$ cat src/rtl/mac_cyv_pkg.sv
// Shared types and arithmetic helpers for the synapse-chain MAC.
// Arithmetic helpers work on 64-bit sign-extended containers. The caller
// passes the real operand width as an argument.
package mac_cyv_pkg;

   typedef enum logic [1:0] {
      MODE_CHAIN = 2'd0,
      MODE_ACC   = 2'd1,
      MODE_LOAD  = 2'd2
   } mode_t;

   localparam int unsigned CONT_W     = 64;
   localparam int unsigned CONT_IDX_W = $clog2(CONT_W);

   // Narrow a sign-extended value to `width` bits.
   // Returns {ovf, value sign-extended from the narrowed width}.
   function automatic logic [CONT_W:0] sat_narrow(input logic [CONT_W-1:0] value,
                                                  input int width,
                                                  input logic saturate);
      logic                  ovf;
      logic [CONT_W-1:0]     res;
      logic [CONT_W-1:0]     min_v;
      logic [CONT_IDX_W-1:0] top_idx;
      top_idx = CONT_IDX_W'(width - 1);
      ovf     = 1'b0;
      for (int i = 0; i < int'(CONT_W); i++) begin
         // Every bit from the target sign bit upward must match the true sign.
         if ((i + 1 >= width) && (value[i] != value[CONT_W-1])) begin
            ovf = 1'b1;
         end
         res[i] = (i < width) ? value[i] : value[top_idx];
      end
      min_v = {CONT_W{1'b1}} << top_idx;
      if (ovf && saturate) begin
         res = value[CONT_W-1] ? min_v : ~min_v;
      end
      return {ovf, res};
   endfunction

   // Add two sign-extended `width`-bit values; returns {ovf, result}.
   // The 64-bit sum is exact, so it overflows `width` bits exactly when the
   // operand signs agree and the result sign differs.
   function automatic logic [CONT_W:0] sat_add(input logic [CONT_W-1:0] a,
                                               input logic [CONT_W-1:0] b,
                                               input int width,
                                               input logic saturate);
      logic [CONT_W-1:0] sum;
      sum = a + b;
      return sat_narrow(sum, width, saturate);
   endfunction

endpackage

$ cat src/rtl/mac_cyv_float2fixed.sv
// Float2Fixed: IEEE-style float to signed fixed point with InRadixPoint
// fractional bits. Truncates toward zero.
// exc_o flags inf/NaN. ovf_o flags a magnitude that does not fit.
module mac_cyv_float2fixed #(
   parameter int unsigned FloatSize    = 16,
   parameter int unsigned MantissaBits = 10,
   parameter int unsigned ExponentBits = 5,
   parameter int unsigned FixedSize    = 20,
   parameter int unsigned InRadixPoint = 10
) (
   input  logic [FloatSize-1:0] float_i,
   output logic [FixedSize-1:0] fixed_o,
   output logic                 exc_o,
   output logic                 ovf_o
);

   localparam int          Bias = (1 << (ExponentBits - 1)) - 1;
   localparam int unsigned ExtW = MantissaBits + 1 + FixedSize;

   logic                    sign;
   logic [ExponentBits-1:0] exp_f;
   logic [MantissaBits-1:0] man;
   logic [ExtW-1:0]         ext;
   logic [ExtW-1:0]         shifted;
   logic [FixedSize-2:0]    mag;
   int                      sh;

   // Decode fields, align the significand to the radix point, check range.
   always_comb begin
      sign    = float_i[FloatSize-1];
      exp_f   = float_i[MantissaBits +: ExponentBits];
      man     = float_i[MantissaBits-1:0];
      exc_o   = &exp_f;
      ovf_o   = 1'b0;
      shifted = '0;
      // A zero exponent is denormal: there is no hidden bit and the effective exponent is 1.
      ext = {{FixedSize{1'b0}}, (exp_f != '0), man};
      sh  = ((exp_f == '0) ? 1 : int'(exp_f)) - Bias - int'(MantissaBits) + int'(InRadixPoint);
      if (sh >= int'(FixedSize)) begin
         ovf_o = |ext;
      end else if (sh >= 0) begin
         shifted = ext << sh;
         ovf_o   = |shifted[ExtW-1:FixedSize-1];
      end else if (-sh < int'(ExtW)) begin
         shifted = ext >> (-sh);
      end
      mag     = shifted[FixedSize-2:0];
      fixed_o = sign ? -{1'b0, mag} : {1'b0, mag};
   end

endmodule

$ cat src/rtl/mac_cyv_sat_add.sv
// Width-parametrised signed adder with overflow flag and optional clamping.
module mac_cyv_sat_add
   import mac_cyv_pkg::*;
#(
   parameter int unsigned Width    = 32,
   parameter bit          Saturate = 1'b1
) (
   input  logic [Width-1:0] a_i,
   input  logic [Width-1:0] b_i,
   output logic [Width-1:0] sum_o,
   output logic             ovf_o
);

   logic [CONT_W:0] add_r;
   logic            unused_add_hi;

   // Sign-extend into the shared container and add.
   always_comb begin
      add_r = sat_add({{(CONT_W - Width){a_i[Width-1]}}, a_i},
                      {{(CONT_W - Width){b_i[Width-1]}}, b_i},
                      int'(Width), Saturate);
      sum_o = add_r[Width-1:0];
      ovf_o = add_r[CONT_W];
   end

   assign unused_add_hi = ^add_r[CONT_W-1:Width];

endmodule

$ cat src/rtl/mac_cyv_param.sv
// Four-stage float multiply-accumulate cell for the synapse array.
// Computes q = a*b + c (chain) or acc += a*b, with saturation and error flags.
module mac_cyv_param
   import mac_cyv_pkg::*;
#(
   parameter int unsigned FLOATSIZE    = 16,
   parameter int unsigned MANTISSABITS = 10,
   parameter int unsigned EXPONENTBITS = 5,
   parameter int unsigned FIXEDSIZE    = 20,
   parameter int unsigned RADIX        = 10,
   parameter int unsigned ACCSIZE      = 32,
   parameter int unsigned SATURATE     = 1
) (
   input  logic                 clk,
   input  logic                 areset_n,
   input  logic                 en,
   input  logic                 valid_in,
   input  logic [1:0]           mode,
   input  logic [FLOATSIZE-1:0] a,
   input  logic [FLOATSIZE-1:0] b,
   input  logic [ACCSIZE-1:0]   c,
   input  logic                 clr_sticky,
   output logic [ACCSIZE-1:0]   q,
   output logic                 valid_out,
   output logic                 ovf_out,
   output logic                 exc_out,
   output logic                 ovf_sticky,
   output logic                 exc_sticky
);

   localparam int unsigned ProdW = 2 * FIXEDSIZE;

   // Operand conversion
   logic [FIXEDSIZE-1:0] a_fx, b_fx;
   logic                 a_exc, a_ovf, b_exc, b_ovf;

   // S1 registers
   logic [FIXEDSIZE-1:0] a_fx_d, a_fx_q, b_fx_d, b_fx_q;
   logic [ACCSIZE-1:0]   c1_d, c1_q;
   logic [1:0]           mode1_d, mode1_q;
   logic                 v1_d, v1_q, exc1_d, exc1_q;

   // S2 registers
   logic [ProdW-1:0]     p_d, p_q;
   logic [ACCSIZE-1:0]   c2_d, c2_q;
   logic [1:0]           mode2_d, mode2_q;
   logic                 v2_d, v2_q, exc2_d, exc2_q;

   // S3 registers and accumulator
   logic [CONT_W:0]      narrow_r;
   logic [ACCSIZE-1:0]   p_narrow, addend, sum_s;
   logic                 narrow_ovf, add_ovf, unused_narrow_hi;
   logic [ACCSIZE-1:0]   sum_d, sum_q, acc_d, acc_q;
   logic                 v3_d, v3_q, ovf3_d, ovf3_q, exc3_d, exc3_q;

   // S4 / output registers
   logic [ACCSIZE-1:0]   q_d, q_q;
   logic                 valid_out_d, valid_out_q, ovf_out_d, ovf_out_q;
   logic                 exc_out_d, exc_out_q;
   logic                 ovf_sticky_d, ovf_sticky_q, exc_sticky_d, exc_sticky_q;

   mac_cyv_float2fixed #(
      .FloatSize   (FLOATSIZE),
      .MantissaBits(MANTISSABITS),
      .ExponentBits(EXPONENTBITS),
      .FixedSize   (FIXEDSIZE),
      .InRadixPoint(RADIX)
   ) u_f2f_a (
      .float_i(a),
      .fixed_o(a_fx),
      .exc_o  (a_exc),
      .ovf_o  (a_ovf)
   );

   mac_cyv_float2fixed #(
      .FloatSize   (FLOATSIZE),
      .MantissaBits(MANTISSABITS),
      .ExponentBits(EXPONENTBITS),
      .FixedSize   (FIXEDSIZE),
      .InRadixPoint(RADIX)
   ) u_f2f_b (
      .float_i(b),
      .fixed_o(b_fx),
      .exc_o  (b_exc),
      .ovf_o  (b_ovf)
   );

   // S1: capture converted operands, zeroing any operand that failed conversion
   always_comb begin
      a_fx_d  = a_fx_q;
      b_fx_d  = b_fx_q;
      c1_d    = c1_q;
      mode1_d = mode1_q;
      v1_d    = v1_q;
      exc1_d  = exc1_q;
      if (en) begin
         a_fx_d  = (a_exc || a_ovf) ? '0 : a_fx;
         b_fx_d  = (b_exc || b_ovf) ? '0 : b_fx;
         c1_d    = c;
         mode1_d = mode;
         v1_d    = valid_in;
         exc1_d  = a_exc | a_ovf | b_exc | b_ovf;
      end
   end

   // S2: full-width signed product (truncated unsigned multiply of sign-extended operands)
   always_comb begin
      p_d     = p_q;
      c2_d    = c2_q;
      mode2_d = mode2_q;
      v2_d    = v2_q;
      exc2_d  = exc2_q;
      if (en) begin
         p_d     = {{FIXEDSIZE{a_fx_q[FIXEDSIZE-1]}}, a_fx_q} *
                   {{FIXEDSIZE{b_fx_q[FIXEDSIZE-1]}}, b_fx_q};
         c2_d    = c1_q;
         mode2_d = mode1_q;
         v2_d    = v1_q;
         exc2_d  = exc1_q;
      end
   end

   // S3 datapath: narrow the product, then pick the addend by mode
   always_comb begin
      narrow_r   = sat_narrow({{(CONT_W - ProdW){p_q[ProdW-1]}}, p_q}, int'(ACCSIZE),
                              SATURATE != 0);
      p_narrow   = narrow_r[ACCSIZE-1:0];
      narrow_ovf = narrow_r[CONT_W];
      // Reserved mode 3 falls through to the chain addend.
      addend     = (mode2_q == MODE_ACC) ? acc_q : c2_q;
   end

   assign unused_narrow_hi = ^narrow_r[CONT_W-1:ACCSIZE];

   mac_cyv_sat_add #(
      .Width   (ACCSIZE),
      .Saturate(SATURATE != 0)
   ) u_sat_add (
      .a_i  (p_narrow),
      .b_i  (addend),
      .sum_o(sum_s),
      .ovf_o(add_ovf)
   );

   // S3: register the sum. The accumulator updates here, so the next ACC sample
   // reads the new value one cycle later without forwarding.
   always_comb begin
      sum_d  = sum_q;
      ovf3_d = ovf3_q;
      exc3_d = exc3_q;
      v3_d   = v3_q;
      acc_d  = acc_q;
      if (en) begin
         v3_d = v2_q;
         if (v2_q) begin
            sum_d  = sum_s;
            ovf3_d = narrow_ovf | add_ovf;
            exc3_d = exc2_q;
            if ((mode2_q == MODE_ACC) || (mode2_q == MODE_LOAD)) begin
               acc_d = sum_s;
            end
         end
      end
   end

   // S4: q and its flags hold the last valid result.
   // The sticky flags set as a flagged result is loaded, and the set beats clr_sticky.
   always_comb begin
      q_d         = q_q;
      valid_out_d = valid_out_q;
      ovf_out_d   = ovf_out_q;
      exc_out_d   = exc_out_q;
      if (en) begin
         valid_out_d = v3_q;
         if (v3_q) begin
            q_d       = sum_q;
            ovf_out_d = ovf3_q;
            exc_out_d = exc3_q;
         end
      end
      ovf_sticky_d = (ovf_sticky_q & ~clr_sticky) | (en & v3_q & ovf3_q);
      exc_sticky_d = (exc_sticky_q & ~clr_sticky) | (en & v3_q & exc3_q);
   end

   // All state registers, asynchronously cleared
   always_ff @(posedge clk or negedge areset_n) begin
      if (!areset_n) begin
         a_fx_q       <= '0;
         b_fx_q       <= '0;
         c1_q         <= '0;
         mode1_q      <= '0;
         v1_q         <= 1'b0;
         exc1_q       <= 1'b0;
         p_q          <= '0;
         c2_q         <= '0;
         mode2_q      <= '0;
         v2_q         <= 1'b0;
         exc2_q       <= 1'b0;
         sum_q        <= '0;
         ovf3_q       <= 1'b0;
         exc3_q       <= 1'b0;
         v3_q         <= 1'b0;
         acc_q        <= '0;
         q_q          <= '0;
         valid_out_q  <= 1'b0;
         ovf_out_q    <= 1'b0;
         exc_out_q    <= 1'b0;
         ovf_sticky_q <= 1'b0;
         exc_sticky_q <= 1'b0;
      end else begin
         a_fx_q       <= a_fx_d;
         b_fx_q       <= b_fx_d;
         c1_q         <= c1_d;
         mode1_q      <= mode1_d;
         v1_q         <= v1_d;
         exc1_q       <= exc1_d;
         p_q          <= p_d;
         c2_q         <= c2_d;
         mode2_q      <= mode2_d;
         v2_q         <= v2_d;
         exc2_q       <= exc2_d;
         sum_q        <= sum_d;
         ovf3_q       <= ovf3_d;
         exc3_q       <= exc3_d;
         v3_q         <= v3_d;
         acc_q        <= acc_d;
         q_q          <= q_d;
         valid_out_q  <= valid_out_d;
         ovf_out_q    <= ovf_out_d;
         exc_out_q    <= exc_out_d;
         ovf_sticky_q <= ovf_sticky_d;
         exc_sticky_q <= exc_sticky_d;
      end
   end

   assign q          = q_q;
   assign valid_out  = valid_out_q;
   assign ovf_out    = ovf_out_q;
   assign exc_out    = exc_out_q;
   assign ovf_sticky = ovf_sticky_q;
   assign exc_sticky = exc_sticky_q;

endmodule
$ cat config.mk
export PLATFORM = sky130hd
export DESIGN_NAME = mac_cyv_param
export DESIGN_NICKNAME = d
export VERILOG_FILES = /design/src/rtl/mac_cyv_pkg.sv /design/src/rtl/mac_cyv_float2fixed.sv /design/src/rtl/mac_cyv_sat_add.sv /design/src/rtl/mac_cyv_param.sv
export SDC_FILE = /design/constraint.sdc
export NUM_CORES = 2
export LEC_CHECK = 0
export CORE_MARGIN = 2
export CORE_UTILIZATION = 35
export DETAILED_ROUTE_END_ITERATION = 12
export PLACE_DENSITY_LB_ADDON = 0.1
export SYNTH_ARGS = -nofsm -noshare
export SYNTH_HDL_FRONTEND = slang
export SYNTH_SLANG_ARGS = --single-unit
$ cat constraint.sdc
create_clock -name clk -period 22 [get_ports clk]
set_input_delay 3.3 -clock clk [delete_from_list [all_inputs] [get_ports clk]]
set_output_delay 3.3 -clock clk [all_outputs]
set_load 0.05 [all_outputs]
; Word-level counts from Yosys, hierarchy flattened
; Cells that the tools add are included.
[op_classes]
addsub = 11
multipliers = 1
n_lt_le_gt_ge = 6
eq_ne = 42
shifts = 4
muxes = 61
bitwise = 12
reduce_logical = 16
[ops]
columns = cell, n
row1 = 2-to-1 mux 32 bit, 5
row2 = "subtractor 32 x 5 -> 32 bit, second input constant", 4
row3 = 2-to-1 mux 19 bit, 6
row4 = 2-to-1 mux 20 bit, 4
row5 = "adder 32 x 5 -> 32 bit, second input constant", 2
row6 = "greater-or-equal comparator 32 x 1 -> 1 bit, second input constant", 2
row7 = "greater-or-equal comparator 32 x 6 -> 1 bit, second input constant", 2
row8 = "less-than comparator 32 x 6 -> 1 bit, second input constant", 2
row9 = negation 32 bit, 2
row10 = << shifter 11 x 32 -> 31 bit, 2
row11 = >> shifter 11 x 32 -> 19 bit, 2
row12 = 2-to-1 mux 1 bit, 44
row13 = multiplier 20 x 20 -> 40 bit, 1
row14 = inequality test 1 bit, 40
row15 = negation 19 -> 20 bit, 2
row16 = adder 32 x 32 -> 33 bit, 1
row17 = OR reduction 12 bit, 2
row18 = OR reduction 11 bit, 2
row19 = logical NOT 5 bit, 2
row20 = 2-to-1 mux 5 bit, 2
row21 = AND reduction 5 bit, 2
row22 = nonzero test 5 bit, 2
row23 = OR 1 bit, 6
row24 = bitwise AND 1 bit, 5
row25 = other kinds (6), 9
[word_totals]
ff_bits = 256
input_bits = 71
out_inout_bits = 37
elab_cells = 175

; Longest topological paths before layout
[depth]
word_depth = 45
depth_mapped = 28
mapped_depth_nobuf = 26

; Modules after synthesis
; A second synthesis with hierarchy kept.
[unflattened]
cells_unflattened = 3401
area_unflattened_um2 = 32433.6
[modules_own_cells]
columns = mod, instances, cells_per_inst, area_each_um2, seq_area_each_um2
row1 = mac_cyv_param, 1, 2396, 25518.2, 6406.1
row2 = mac_cyv_float2fixed, 2, 356, 2422.3, 0.0
row3 = mac_cyv_sat_add, 1, 293, 2070.7, 0.0

; Worst setup path before layout
; Ideal clock, no wire load.
[synth_timing]
path_kind = input -> register
startpoint = in b[11]
endpoint = reg b_fx_q[17]
setup_ns = 0.124
t_arrival_ns = 7.334
required_time_ns = 21.876
setup_slack_ns = 14.542
path_stages = 14
path_buffers = 3
path_cell_list = buf_6 > or4_4 > nand2_2 > inv_2 > ha_1 > clkbuf_1 > clkbuf_1 > mux4_2 > mux2i_1 > o22a_1 > nand4_4 > or4_4 > or4_4 > a211o_1
[synth_between]
elab_chain_len = 13
elab_cells_between_ends = 24
[synth_lines]
columns = element, line
row1 = from (decl), mac_cyv_param.sv:20  ; input logic [FLOATSIZE-1:0] b,
row2 = logical NOT 5 bit, mac_cyv_float2fixed.sv:38  ; sh = ((exp_f == '0) ? 1 : int'(exp_f)) - Bias - int'(MantissaBits) + int'(InRadixPoint);
row3 = 2-to-1 mux 5 bit, mac_cyv_float2fixed.sv:38
row4 = subtractor 32 x 5 -> 32 bit (2 in series), mac_cyv_float2fixed.sv:38
row5 = adder 32 x 5 -> 32 bit, mac_cyv_float2fixed.sv:38
row6 = negation 32 bit, "mac_cyv_float2fixed.sv:44, mac_cyv_float2fixed.sv:45"
row7 = less-than comparator 32 x 6 -> 1 bit / >> shifter 11 x 32 -> 19 bit (equally long branches), "mac_cyv_float2fixed.sv:44, mac_cyv_float2fixed.sv:45"
row8 = 2-to-1 mux 19 bit, mac_cyv_float2fixed.sv:44  ; end else if (-sh < int'(ExtW)) begin
row9 = 2-to-1 mux 19 bit, mac_cyv_float2fixed.sv:41  ; end else if (sh >= 0) begin
row10 = 2-to-1 mux 19 bit, mac_cyv_float2fixed.sv:39  ; if (sh >= int'(FixedSize)) begin
row11 = negation 19 -> 20 bit, mac_cyv_float2fixed.sv:48  ; fixed_o = sign ? -{1'b0, mag} : {1'b0, mag};
row12 = 2-to-1 mux 20 bit, mac_cyv_float2fixed.sv:48
row13 = 2-to-1 mux 20 bit *, mac_cyv_param.sv:98  ; b_fx_d = (b_exc || b_ovf) ? '0 : b_fx;
row14 = to (signal assigned), mac_cyv_param.sv:189  ; b_fx_q <= '0;
row15 = to (signal assigned), mac_cyv_param.sv:212  ; b_fx_q <= b_fx_d;
row16 = to (decl), mac_cyv_param.sv:38  ; logic [FIXEDSIZE-1:0] a_fx_d, a_fx_q, b_fx_d, b_fx_q;
; Every way passes the cells marked *; elsewhere a longest branch is shown, timed or not.
; A chain may end at the register's enable or synchronous reset.

; Worst setup path in the final report
[layout_timing]
startpoint = in b[13]
endpoint = reg b_fx_q[18]
; The elaborated chain is that of the path after synthesis.

==> impl_metrics.py <==
metrics = {
    "outcome": {
        "status": "complete, no violations",
    },
    "floorplanning": {
        "io_pins": 108,
        "dieArea_um2": 89500,
        "rows": 108,
        "core_um2": 86600,
        "die_y_um": 299,
        "die_x_um": 299,
        "start_util_pct": 35.2,
    },
    "drt": {
        "routedWlPerCell_um": 21.0,
        "drtPass1Iterations": 5,
        "drcViolationCount": 0,
        "antenna_left": 0,
        "initialDrtViolationCount": 1478,
        "via_count": 23452,
        "wl_um": 93400,
        "viasPerCell": 5.27,
    },
    "clocking": {
        "clkTransAtPathRegs_ns": 0.06,
        "numClockSinks": 256,
        "cts-root-buf": "clkbuf_16",
        "cts_resized": 0,
        "post_cts_buffers": 0,
        "htreeDepth": 1,
        "clock_latency_ns": 0.57,
        "clk_path_buf_depth": 3,
        "cts_tree": "built",
        "cts_made_buffers": 30,
        "ctsHoldBuffers": 0,
    },
    "placed_design": {
        "dpl.hpwl_um": 72600,
        "io_buffers": 107,
        "pre_cts_ws_ns": 12.63,
        "postPlaceCellArea_um2": 32700,
        "place_congestion": 0.912,
    },
    "grt": {
        "grt_overflow": 0,
        "grt_pass1_wl_um": 150000,
        "grt_max_degree": 75,
        "grt_pass1_vias": 25054,
        "grt_usage_pct": 21.3,
        "antenna_found_initial": 2,
    },
    "logic_synthesis": {
        "synth_warnings": 0,
        "ys_async_sr_fraction_pct": 100,
        "synthCells": 3261,
        "ys_types": 90,
        "synth_area_um2": 30500,
        "synth-main-ff-cell": "dfrtp_1",
        "yosysSeqAreaShare_pct": 21.0,
        "ys_seq_elements": 256,
        "synth_enable_flop_cells": 0,
        "synth_nets": 3899,
        "syn_area_per_cell_um2": 9.35,
    },
    "final_layout": {
        "multi_input_comb_area_um2": 21600,
        "layout-drive-gt1-share_pct": 10.2,
        "seq_area_um2": 6410,
        "n_fill_cell": 8707,
        "final_nets": 3910,
        "finalInstanceArea_um2": 33700,
        "fin_util_pct": 38.9,
        "syn2layout_area_growth_pct": 10.6,
    },
    "setup_path": {
        "critPathCaptureType": "register",
        "worstPathMaxFanout": 23,
        "critPathRequiredTime_ns": 22.50,
        "critPathLaunchType": "primary input",
        "critPathKind": "primary input to register",
        "crit_arrival_ns": 9.42,
    },
    "sta": {
        "fin_setup_tns_ns": 0,
        "min_period_ns": 8.92,
        "fin_skew_ns": 0.0145,
        "slew_headroom_pct": 11.4,
        "max_freq_mhz": 112,
        "worst_pin_slew_ns": 1.31,
        "rsz0062_at_grt": "false",
        "setup_viol": 0,
        "holdWs_ns": 0.473,
        "post-route-period-util_pct": 40.6,
        "maxSlewViolCount": 0,
        "hold_violations": 0,
        "fin_ws_ns": 13.08,
    },
    "run": {
        "cap_violations": 0,
    },
    "power_and_ir_drop": {
        "power_density_nw_per_um2": 100,
        "ir_worst_vdd_mv": 0.0829,
        "leakagePower_uw": 0.0157,
    },
    "min_path": {
        "holdCritPathClass": "register to register",
    },
}
[state kept, by name, indices dropped and copies added, names as in the netlist, 2 cells and up]
signal / count
p_q: 40
sum_q: 32
b_fx_q: 20
mode2_q: 2
c1_q: 32
a_fx_q: 20
q: 32
acc_q: 32
c2_q: 32
mode1_q: 2
[metal layers]
metal | GRT usage [%] | routed length [um] | vias to the layer above
li1 | - | - | 10733
met1 | 29.7 | 42500 | 12101
met2 | 36.5 | 45600 | 532
met3 | 2.23 | 3930 | 84
met4 | 3.30 | 1390 | 2
met5 | 0 | 16 | -
[cell type report]
type / instances / area share (%)
antenna: 1 / 0.00742
clock buffer: 40 / 2.64
clock inverter: 13 / 0.371
inverter: 481 / 5.35
multi-input combinational: 2348 / 64.1
sequential: 256 / 19.0
tap: 1155 / 4.28
timing repair buffer: 155 / 4.26
[cell families (layout without fill, tap and decap cells)]
group,after synthesis,after routing,synth area share [%]
AO/OA/AOI/OAI,618,618,13.3
XOR/XNOR,97,97,2.79
adder cells (fa/ha/maj),567,567,33.6
buffers and inverters,657,689,8.19
flip-flops,256,256,21.0
multiplexers,200,200,7.86
other,0,1,0
AND/OR/NAND/NOR,866,866,13.3
[final timing paths]
path	depth (start not counted)	slack, ns	endpoint	from
max in group asynchronous	3	17.32	acc_q[26]	areset_n
min in group asynchronous	1	2.70	c2_q[5]	areset_n
min	2	0.47	sum_q[13]	sum_q[13]
max	14	13.08	b_fx_q[18]	b[13]
min reg2reg	2	0.47	sum_q[13]	sum_q[13]
max reg2reg	24	13.57	p_q[38]	b_fx_q[7]
[cell usage after synthesis, drive strengths merged, types with 13 or more instances]
master	instances	area, um^2
a211oi	23	173
a21o	69	518
a21oi	127	639
a22oi	16	120
a31oi	20	125
and2	116	726
buf	24	120
clkbuf	152	571
dfrtp	256	6410
fa	421	8430
ha	146	1830
inv	476	1790
mux2	175	1970
mux4	14	315
nand2	405	1520
nand2b	19	119
nand3	38	190
nor2	155	584
nor2b	14	87.6
nor3	40	200
o211ai	14	105
o21a	22	165
o21ai	161	806
o21bai	13	97.6
o22ai	22	138
o2bb2ai	16	140
xnor2	66	578
xor2	31	272
[cells in the final DEF, fill, tap and decap left out, types with 22 or more instances in the layout]
| cell type | n |
|---|---|
| o21ai_0 | 159 |
| clkbuf_16 | 31 |
| a21o_1 | 69 |
| nand3_1 | 38 |
| xnor2_1 | 66 |
| a21oi_1 | 126 |
| clkdlybuf4s50_1 | 105 |
| dfrtp_1 | 256 |
| buf_4 | 48 |
| fa_1 | 421 |
| mux2_2 | 175 |
| nor3_1 | 40 |
| nor2_1 | 153 |
| nand2_1 | 403 |
| xor2_1 | 31 |
| o21a_1 | 22 |
| inv_1 | 474 |
| ha_1 | 146 |
| a211oi_1 | 23 |
| and2_1 | 116 |
[report_power, final]
part / leakage, uW / internal [uW] / switching [uW]
clock network: 0.000509 / 305 / 204
logic: 0.0120 / 839 / 1290
registers: 0.00314 / 621 / 113
total: 0.0157 / 1760 / 1610
[per-stage QoR]
stage                     power [uW]  instances
after floorplan                 2250       3261
after global placement          2880       4395
after detailed placement        2900       4395
after CTS                       3430       4448
after global routing            3700       4448
final                           3370       4449
[critical path, cell delays in order]
cell             delay, ns
clkdlybuf4s50_1       0.81
or4_4                 0.76
nand2_2               0.16
inv_2                 0.11
ha_1                  0.68
clkinv_1              0.42
nor3_1                0.56
a22oi_1               0.26
a2111oi_0             0.47
o211ai_1              0.20
a21oi_1               0.28
nand2_1               0.51
or4b_2                0.79
nand3_1               0.10
(Power assumes the default switching activity.)
